[config.mk]
export PLATFORM = sky130hd
export DESIGN_NAME = covariance_stream
export DESIGN_NICKNAME = d
export VERILOG_FILES = /design/src/rtl/cov_pkg.sv /design/src/rtl/cov_mac.sv /design/src/rtl/covariance_stream.sv
export SDC_FILE = /design/constraint.sdc
export NUM_CORES = 2
export LEC_CHECK = 0
export CORE_UTILIZATION = 25
export CTS_CLUSTER_DIAMETER = 100
export CTS_CLUSTER_SIZE = 14
export DETAILED_ROUTE_END_ITERATION = 16
export GPL_TIMING_DRIVEN = 0
export SETUP_SLACK_MARGIN = 0.3
export SLEW_MARGIN = 20
export SYNTH_ARGS = -nofsm -noshare
export SYNTH_HDL_FRONTEND = slang
export SYNTH_SLANG_ARGS = --single-unit
[constraint.sdc]
create_clock -name clk -period 31.7 [get_ports clk]
set_clock_uncertainty 0.2 [all_clocks]
set_input_delay 3.17 -clock clk [delete_from_list [all_inputs] [get_ports clk]]
set_output_delay 3.17 -clock clk [all_outputs]
set_load 0.05 [all_outputs]
[src/rtl/cov_pkg.sv]
// Shared types and helpers for the streaming covariance block: FSM states,
// pair-index mapping over the upper triangle, and the scale/saturate step.
package cov_pkg;

  typedef enum logic [2:0] {IDLE, WAIT, MAC, SCALE, DONE} cov_state_e;

  localparam int MAX_CH = 8;
  localparam int SAT_W  = 128;

  typedef struct packed {
    logic signed [SAT_W-1:0] val;
    logic                    clip;
  } sat_res_t;

  function automatic int clog2(input int v);
    int r;
    r = 0;
    for (int i = 0; i < 31; i++)
      if ((1 << i) < v) r = i + 1;
    return r;
  endfunction

  function automatic int num_pairs(input int n);
    return n * (n + 1) / 2;
  endfunction

  // Product of two DATA_W samples summed over 2^l2 samples never overflows.
  function automatic int acc_width(input int dw, input int l2);
    return 2 * dw + l2;
  endfunction

  // Pair order: (0,0),(0,1)..(0,n-1),(1,1)..(n-1,n-1).
  function automatic int pair_to_i(input int p, input int n);
    int k, r;
    k = 0;
    r = 0;
    for (int i = 0; i < MAX_CH; i++)
      for (int j = 0; j < MAX_CH; j++)
        if (i < n && j >= i && j < n) begin
          if (k == p) r = i;
          k++;
        end
    return r;
  endfunction

  function automatic int pair_to_j(input int p, input int n);
    int k, r;
    k = 0;
    r = 0;
    for (int i = 0; i < MAX_CH; i++)
      for (int j = 0; j < MAX_CH; j++)
        if (i < n && j >= i && j < n) begin
          if (k == p) r = j;
          k++;
        end
    return r;
  endfunction

  // Arithmetic right shift (floor) followed by clipping to a dw-bit signed range.
  function automatic sat_res_t shift_sat(input logic signed [SAT_W-1:0] acc,
                                         input int sh, input int dw);
    sat_res_t                r;
    logic signed [SAT_W-1:0] v, hi, lo;
    v      = acc >>> sh;
    hi     = (128'sd1 <<< (dw - 1)) - 128'sd1;
    lo     = -(128'sd1 <<< (dw - 1));
    r.clip = 1'b0;
    r.val  = v;
    if (v > hi) begin
      r.val  = hi;
      r.clip = 1'b1;
    end else if (v < lo) begin
      r.val  = lo;
      r.clip = 1'b1;
    end
    return r;
  endfunction

endpackage

[src/rtl/cov_mac.sv]
// Shared multiply-accumulate: registered signed product, then accumulate into
// one of P accumulators. The product retires one cycle after it is issued.
module cov_mac
  import cov_pkg::*;
#(
  parameter int DATA_W = 16,
  parameter int ACC_W  = 40,
  parameter int P      = 10,
  parameter int PW     = 4
) (
  input  logic                     clk,
  input  logic                     rst_n,
  input  logic                     clr,
  input  logic                     en,
  input  logic [PW-1:0]            idx,
  input  logic signed [DATA_W-1:0] a,
  input  logic signed [DATA_W-1:0] b,
  input  logic [PW-1:0]            rd_idx,
  output logic signed [ACC_W-1:0]  rd_acc
);

  logic signed [2*DATA_W-1:0] prod_p0;
  logic [PW-1:0]              idx_p0;
  logic                       vld_p0;
  logic signed [ACC_W-1:0]    acc_q [P];

  // Stage p0: product register
  always_ff @(posedge clk or negedge rst_n) begin
    if (!rst_n) begin
      vld_p0  <= 1'b0;
      idx_p0  <= '0;
      prod_p0 <= '0;
    end else begin
      vld_p0  <= en && !clr;
      idx_p0  <= idx;
      prod_p0 <= a * b;
    end
  end

  // Stage p1: accumulate
  always_ff @(posedge clk or negedge rst_n) begin
    if (!rst_n) begin
      for (int p = 0; p < P; p++) acc_q[p] <= '0;
    end else if (clr) begin
      for (int p = 0; p < P; p++) acc_q[p] <= '0;
    end else if (vld_p0) begin
      acc_q[idx_p0] <= acc_q[idx_p0] + ACC_W'(prod_p0);
    end
  end

  assign rd_acc = acc_q[rd_idx];

endmodule

[src/rtl/covariance_stream.sv]
// Streaming N_CH x N_CH covariance over 2^LOG2_SAMPLES centred samples.
// Per sample: 1 accept + P MAC cycles; last accept to cov_valid = 2*P+1 cycles.
module covariance_stream
  import cov_pkg::*;
#(
  parameter int N_CH         = 4,
  parameter int DATA_W       = 16,
  parameter int LOG2_SAMPLES = 8,
  parameter int FRAC_SHIFT   = 0
) (
  input  logic                          clk,
  input  logic                          rst_n,
  input  logic                          start,
  input  logic                          in_valid,
  output logic                          in_ready,
  input  logic [N_CH*DATA_W-1:0]        in_data,
  output logic [N_CH*N_CH*DATA_W-1:0]   cov_flat,
  output logic                          cov_valid,
  output logic                          busy,
  output logic                          sat
);

  localparam int P     = num_pairs(N_CH);
  localparam int PW    = clog2(P);
  localparam int ACC_W = acc_width(DATA_W, LOG2_SAMPLES);
  localparam int SH    = LOG2_SAMPLES + FRAC_SHIFT;
  localparam logic [PW-1:0]         LAST_PAIR = PW'(P - 1);
  localparam logic [LOG2_SAMPLES:0] LAST_SMP  = (LOG2_SAMPLES + 1)'((1 << LOG2_SAMPLES) - 1);

  logic [1:0]                        rst_sync_q;
  logic                              rst_ni;
  cov_state_e                        state_q, state_d;
  logic [PW-1:0]                     pair_q, pair_d;
  logic [LOG2_SAMPLES:0]             cnt_q, cnt_d;
  logic                              sat_q, sat_d;
  logic [N_CH*DATA_W-1:0]            x_q;
  logic signed [DATA_W-1:0]          res_q [P];
  logic [N_CH*N_CH*DATA_W-1:0]       cov_q, cov_d;
  logic                              clr, accept;
  int                                ix, jx;
  logic signed [DATA_W-1:0]          a_op, b_op, sval, elem;
  logic signed [ACC_W-1:0]           rd_acc;
  sat_res_t                          sres;

  // Reset asserts asynchronously, releases on the clock.
  always_ff @(posedge clk or negedge rst_n) begin
    if (!rst_n) rst_sync_q <= '0;
    else        rst_sync_q <= {rst_sync_q[0], 1'b1};
  end
  assign rst_ni = rst_sync_q[1];

  always_comb begin
    state_d = state_q;
    pair_d  = pair_q;
    cnt_d   = cnt_q;
    sat_d   = sat_q;
    clr     = 1'b0;
    accept  = 1'b0;
    unique case (state_q)
      IDLE: if (start) begin
        clr     = 1'b1;
        cnt_d   = '0;
        sat_d   = 1'b0;
        state_d = WAIT;
      end
      WAIT: if (in_valid) begin
        accept  = 1'b1;
        pair_d  = '0;
        state_d = MAC;
      end
      MAC: begin
        pair_d = pair_q + 1'b1;
        if (pair_q == LAST_PAIR) begin
          pair_d  = '0;
          cnt_d   = cnt_q + 1'b1;
          state_d = (cnt_q == LAST_SMP) ? SCALE : WAIT;
        end
      end
      SCALE: begin
        pair_d = pair_q + 1'b1;
        if (sres.clip) sat_d = 1'b1;
        if (pair_q == LAST_PAIR) begin
          pair_d  = '0;
          state_d = DONE;
        end
      end
      DONE: begin
        state_d = IDLE;
        if (start) begin
          clr     = 1'b1;
          cnt_d   = '0;
          sat_d   = 1'b0;
          state_d = WAIT;
        end
      end
      default: state_d = IDLE;
    endcase
  end

  always_ff @(posedge clk or negedge rst_ni) begin
    if (!rst_ni) begin
      state_q <= IDLE;
      pair_q  <= '0;
      cnt_q   <= '0;
      sat_q   <= 1'b0;
      x_q     <= '0;
    end else begin
      state_q <= state_d;
      pair_q  <= pair_d;
      cnt_q   <= cnt_d;
      sat_q   <= sat_d;
      if (accept) x_q <= in_data;
    end
  end

  always_comb begin
    ix   = pair_to_i(int'(pair_q), N_CH);
    jx   = pair_to_j(int'(pair_q), N_CH);
    a_op = x_q[ix*DATA_W +: DATA_W];
    b_op = x_q[jx*DATA_W +: DATA_W];
  end

  // The final product lands while SCALE reads pair 0, so no extra cycle is needed.
  cov_mac #(
    .DATA_W (DATA_W),
    .ACC_W  (ACC_W),
    .P      (P),
    .PW     (PW)
  ) u_mac (
    .clk    (clk),
    .rst_n  (rst_ni),
    .clr    (clr),
    .en     (state_q == MAC),
    .idx    (pair_q),
    .a      (a_op),
    .b      (b_op),
    .rd_idx (pair_q),
    .rd_acc (rd_acc)
  );

  always_comb begin
    sres = shift_sat(SAT_W'(rd_acc), SH, DATA_W);
    sval = sres.val[DATA_W-1:0];
  end

  always_ff @(posedge clk or negedge rst_ni) begin
    if (!rst_ni) begin
      for (int p = 0; p < P; p++) res_q[p] <= '0;
    end else if (state_q == SCALE) begin
      res_q[pair_q] <= sval;
    end
  end

  // The visible matrix switches atomically on the last SCALE cycle.
  always_comb begin
    cov_d = cov_q;
    elem  = '0;
    if (state_q == SCALE && pair_q == LAST_PAIR) begin
      for (int p = 0; p < P; p++) begin
        elem = (p == P - 1) ? sval : res_q[p];
        cov_d[(pair_to_i(p, N_CH)*N_CH + pair_to_j(p, N_CH))*DATA_W +: DATA_W] = elem;
        cov_d[(pair_to_j(p, N_CH)*N_CH + pair_to_i(p, N_CH))*DATA_W +: DATA_W] = elem;
      end
    end
  end

  always_ff @(posedge clk or negedge rst_ni) begin
    if (!rst_ni) cov_q <= '0;
    else         cov_q <= cov_d;
  end

  assign cov_flat  = cov_q;
  assign cov_valid = (state_q == DONE);
  assign busy      = (state_q == WAIT) || (state_q == MAC) || (state_q == SCALE);
  assign in_ready  = (state_q == WAIT);
  assign sat       = sat_q;

endmodule

==> results.txt <==
The path type of the worst min-delay path is reg2async. The async set-reset flop share out of synthesis is 100%. The critical path startpoint category is a register. The core region is 196000 sq um. The finished layout holds 7545 standard cells, fillers aside. The top layer used by detailed routing is met5.

Number of pins with negative max-slew slack in the final report: 0. The slowest stage of the critical path belongs to the cell sky130_fd_sc_hd__a221oi_2. After clock tree synthesis, the clock-pin slew on the worst setup and hold paths is 0.07 ns. The relative area change from synthesis to final layout was 18.8%.

The sort of element at the end of the critical path is a register. The area fraction of the dominant cell type after synthesis was 41.7%. The detailed-route vias per instance was 5.03.

Global routing consumed, over all layers together, 17.3% of the routing resources. Setup repair after global routing left no endpoint under its margin. The clock passes through at most 3 buffers. Cell occurring most often along the worst timing path: sky130_fd_sc_hd__fa_1. The run gives 38800 as the via count of the first global-routing pass. In the routed design, unresolved DRC markers number 0. The first TritonRoute pass finished after 5 iterations.

Global-route wire length before repair: 258 mm. The die covers 199000 sq um. Initial antenna violation count: 4. For this configuration, the core starts out at a cell density of 25.3%. Subtracting the final worst setup slack from the clock period gives 11.51 ns.

Along the worst path, the maximum fanout reaches 10. Summed over all instances, the cell type with the most area after synthesis is sky130_fd_sc_hd__dfrtp_1. The library cell used most frequently in the layout, excluding fill and tap cells, is sky130_fd_sc_hd__dfrtp_1.

For the pin with the worst max-slew slack, the measured transition is 1.25 ns. The run gives 824 as the TritonCTS sink count. The kind of critical path is reg2reg.

The global placer's final weighted congestion is 0.956, and the data arrival at the endpoint of the critical path is 11.80 ns. The H-tree depth is 3. Buffers placed on the I/O ports in this run total 327.

The initialized floorplan defines 162 standard-cell rows. The mean instance size in the synthesized netlist was 11.0 sq um. The delay of the slowest critical-path stage is 0.85 ns. The tools report the clock insertion delay at the later pin of the skew report as 0.69 ns.

The logs give 328 for the total I/O pin count and 0 for the count of buffers added by post-CTS timing repair for setup. The logs give 5360 for the number of nets in the final layout and 71 for the number of CTS-inserted buffers. The logs give 0 for the total of cells resized after clock tree synthesis and 81 for the number of distinct library cell variants in the gate-level netlist after synthesis.

The endpoint identified for the worst register-to-register timing path is u_mac.prod_p0[30]$_DFF_PN0_. Measured along the x axis, the die boundary spans 447 um. The number of flip-flops and latches in the synthesized netlist came out at 824. Across the run, the number of max-cap violations was 0. The sum of routed wire segments on met1 is 69.4 mm. The detailed router finished its first iteration with 4044 violations. The post-synthesis instance area was 49400 sq um; the residual antenna-violating net count after detailed routing was 0.

The reg-to-reg startpoint is pair_q[1]$_DFFE_PN0P_. The overall routed net length was 174 mm. Summed over all nets, wire length on met3 after detailed routing comes to 15.2 mm. The run gives 4931 as the synthesized net count.

The total overflow left after global routing is 0. At the end of the flow the core is filled with cells to 30.0%. The share of final-layout standard cells stronger than drive strength 1 works out to 15.2%.

The number of enable flip-flop cells after synthesis came out at 0. For the total setup violations reported at the end of the flow, the log shows 0. Hold repair after CTS inserted 0 buffers. Summed over all nets, wire length on met2 after detailed routing comes to 82.9 mm. The required time of the worst setup path was 31.99 ns; the maximum number of pins on one net before global-route repair was 59. Maximum clock rate: 0.0869 GHz. The setup check on the worst reg-to-reg path leaves a slack of 20.19 ns. The share of the clock period used by the worst path after layout was 36.3%; the detailed-route wire length per cell was 23.0 um.

Sequential cell area fraction in the yosys report: 41.7%. The run gives 37900 as the via total after detailed routing. The flow ran to the end, and the final reports show no timing, DRC or antenna violations.

Fill cells in the final layout number 20000. The worst register-to-register path has a depth of 32. In the post-synthesis netlist, the biggest area contributors are sky130_fd_sc_hd__dfrtp_1 (42%), sky130_fd_sc_hd__fa_1 (11%), sky130_fd_sc_hd__mux2_2 (6.5%). The most used flip-flop cell after synthesis was sky130_fd_sc_hd__dfrtp_1.

Final number of hold-violating endpoints: 0. Clock tree synthesis selected as its root buffer the cell sky130_fd_sc_hd__clkbuf_16. Leaving out fill and tap cells, the most frequent cells in the layout are sky130_fd_sc_hd__dfrtp_1 (823), sky130_fd_sc_hd__nand2_1 (529), sky130_fd_sc_hd__inv_1 (350), sky130_fd_sc_hd__clkdlybuf4s50_1 (327), sky130_fd_sc_hd__mux2_2 (287).

In this run the vertical extent of the chip is 447 um. TritonCTS built the clock tree. Half-perimeter wire length after placement: 130 mm. The number of placed instances with taps included is 7455, and the count of mapped cells out of synthesis is 4477.

During synthesis, Yosys emitted a total of 0 warnings. The tools report the worst slew margin relative to its limit as 16.4%.
==> logic make-up after synthesis <==
logic type	after synthesis	share of synthesized area, %
AND/OR/NAND/NOR	992	8.70
AO/OA/AOI/OAI	947	13.3
flip-flops	824	41.7
buffers and inverters	721	6.38
multiplexers	536	14.8
adder cells (fa/ha/maj)	386	13.8
XOR/XNOR	70	1.26
other	1	0.00759
==> worst max-delay path by stage <==
stage | startpoint | endpoint | cells past startpoint
global route | pair_q[1]$_DFFE_PN0P_ | u_mac.prod_p0[31]$_DFF_PN0_ | 32
floorplan | rst_sync_q[1]$_DFF_PN0_ | cnt_q[0]$_DFFE_PN0P_ | 0
detailed placement | pair_q[1]$_DFFE_PN0P_ | u_mac.prod_p0[30]$_DFF_PN0_ | 32
global placement | rst_sync_q[1]$_DFF_PN0_ | cov_flat[240]$_DFFE_PN0P_ | 0
CTS | pair_q[1]$_DFFE_PN0P_ | u_mac.prod_p0[30]$_DFF_PN0_ | 32
finish | pair_q[1]$_DFFE_PN0P_ | u_mac.prod_p0[30]$_DFF_PN0_ | 32
==> cells in the mapped netlist (44+ instances only) <==
| cell type | n |
|---|---|
| sky130_fd_sc_hd__dfrtp_1 | 824 |
| sky130_fd_sc_hd__nand2_1 | 529 |
| sky130_fd_sc_hd__inv_1 | 350 |
| sky130_fd_sc_hd__mux2_2 | 287 |
| sky130_fd_sc_hd__fa_1 | 263 |
| sky130_fd_sc_hd__a22o_1 | 243 |
| sky130_fd_sc_hd__clkbuf_1 | 215 |
| sky130_fd_sc_hd__nor2_1 | 211 |
| sky130_fd_sc_hd__a21oi_1 | 197 |
| sky130_fd_sc_hd__o21ai_0 | 157 |
| sky130_fd_sc_hd__mux4_2 | 128 |
| sky130_fd_sc_hd__ha_1 | 123 |
| sky130_fd_sc_hd__mux2i_1 | 118 |
| sky130_fd_sc_hd__buf_4 | 101 |
| sky130_fd_sc_hd__o21ai_1 | 92 |
| sky130_fd_sc_hd__a22oi_1 | 68 |
| sky130_fd_sc_hd__nand3_1 | 46 |
| sky130_fd_sc_hd__xnor2_1 | 44 |
==> through the flow <==
stage | cell area (sq um) | hold slack, ns | TNS [ns] | worst slack (ns)
final | 58700 | 0.0885 | 0 | 20.19
after global placement | 56000 | 0.136 | -2157.41 | -2.96
after floorplan | 49400 | 0.131 | 0 | 6.83
after detailed placement | 56600 | 0.0972 | 0 | 20.40
after CTS | 58600 | 0.103 | 0 | 20.36
after global routing | 58700 | 0.126 | 0 | 19.93
==> flip-flops by register name (all words and copies together) (netlist names), 2 cells and up <==
name and flops:
cnt_q 9, cov_flat 160, pair_q 4, res_q 144, rst_sync_q 2, state_q 3
u_mac.acc_q 400, u_mac.idx_p0 4, u_mac.prod_p0 32, x_q 64
==> per-layer routing <==
metal,up-vias,global-route usage [%]
met5,-,0
met3,326,4.27
li1,16300,-
met1,19600,21.5
met2,1723,29.0
met4,6,5.86
==> worst max-delay path: cells and delay by family, from the launching register on <==
kind,cells,cell delay [ns]
AOI/OAI and AO/OA,10,4.22
adders and majority gates,7,3.33
buffers and inverters,11,2.19
xor gates and xnor gates,1,0.57
DFF,1,0.38
and+or+nand+nor,3,0.37
==> area by class of cell <==
cell class / instances / area, sq um / share of cell area, %
timing repair buffer: 356 / 3790 / 6.47
buffer: 370 / 1840 / 3.14
inverter: 351 / 1320 / 2.24
sequential: 824 / 20600 / 35.1
clock buffer: 75 / 1810 / 3.09
multi-input combinational: 2932 / 25800 / 44.0
clock inverter: 12 / 218 / 0.371
antenna: 1 / 2.50 / 0.00426
tap: 2624 / 3280 / 5.59
Power is left out: the tool's default activity adds up to more than one toggle a clock period on the data nets, which glitch-free logic cannot reach.
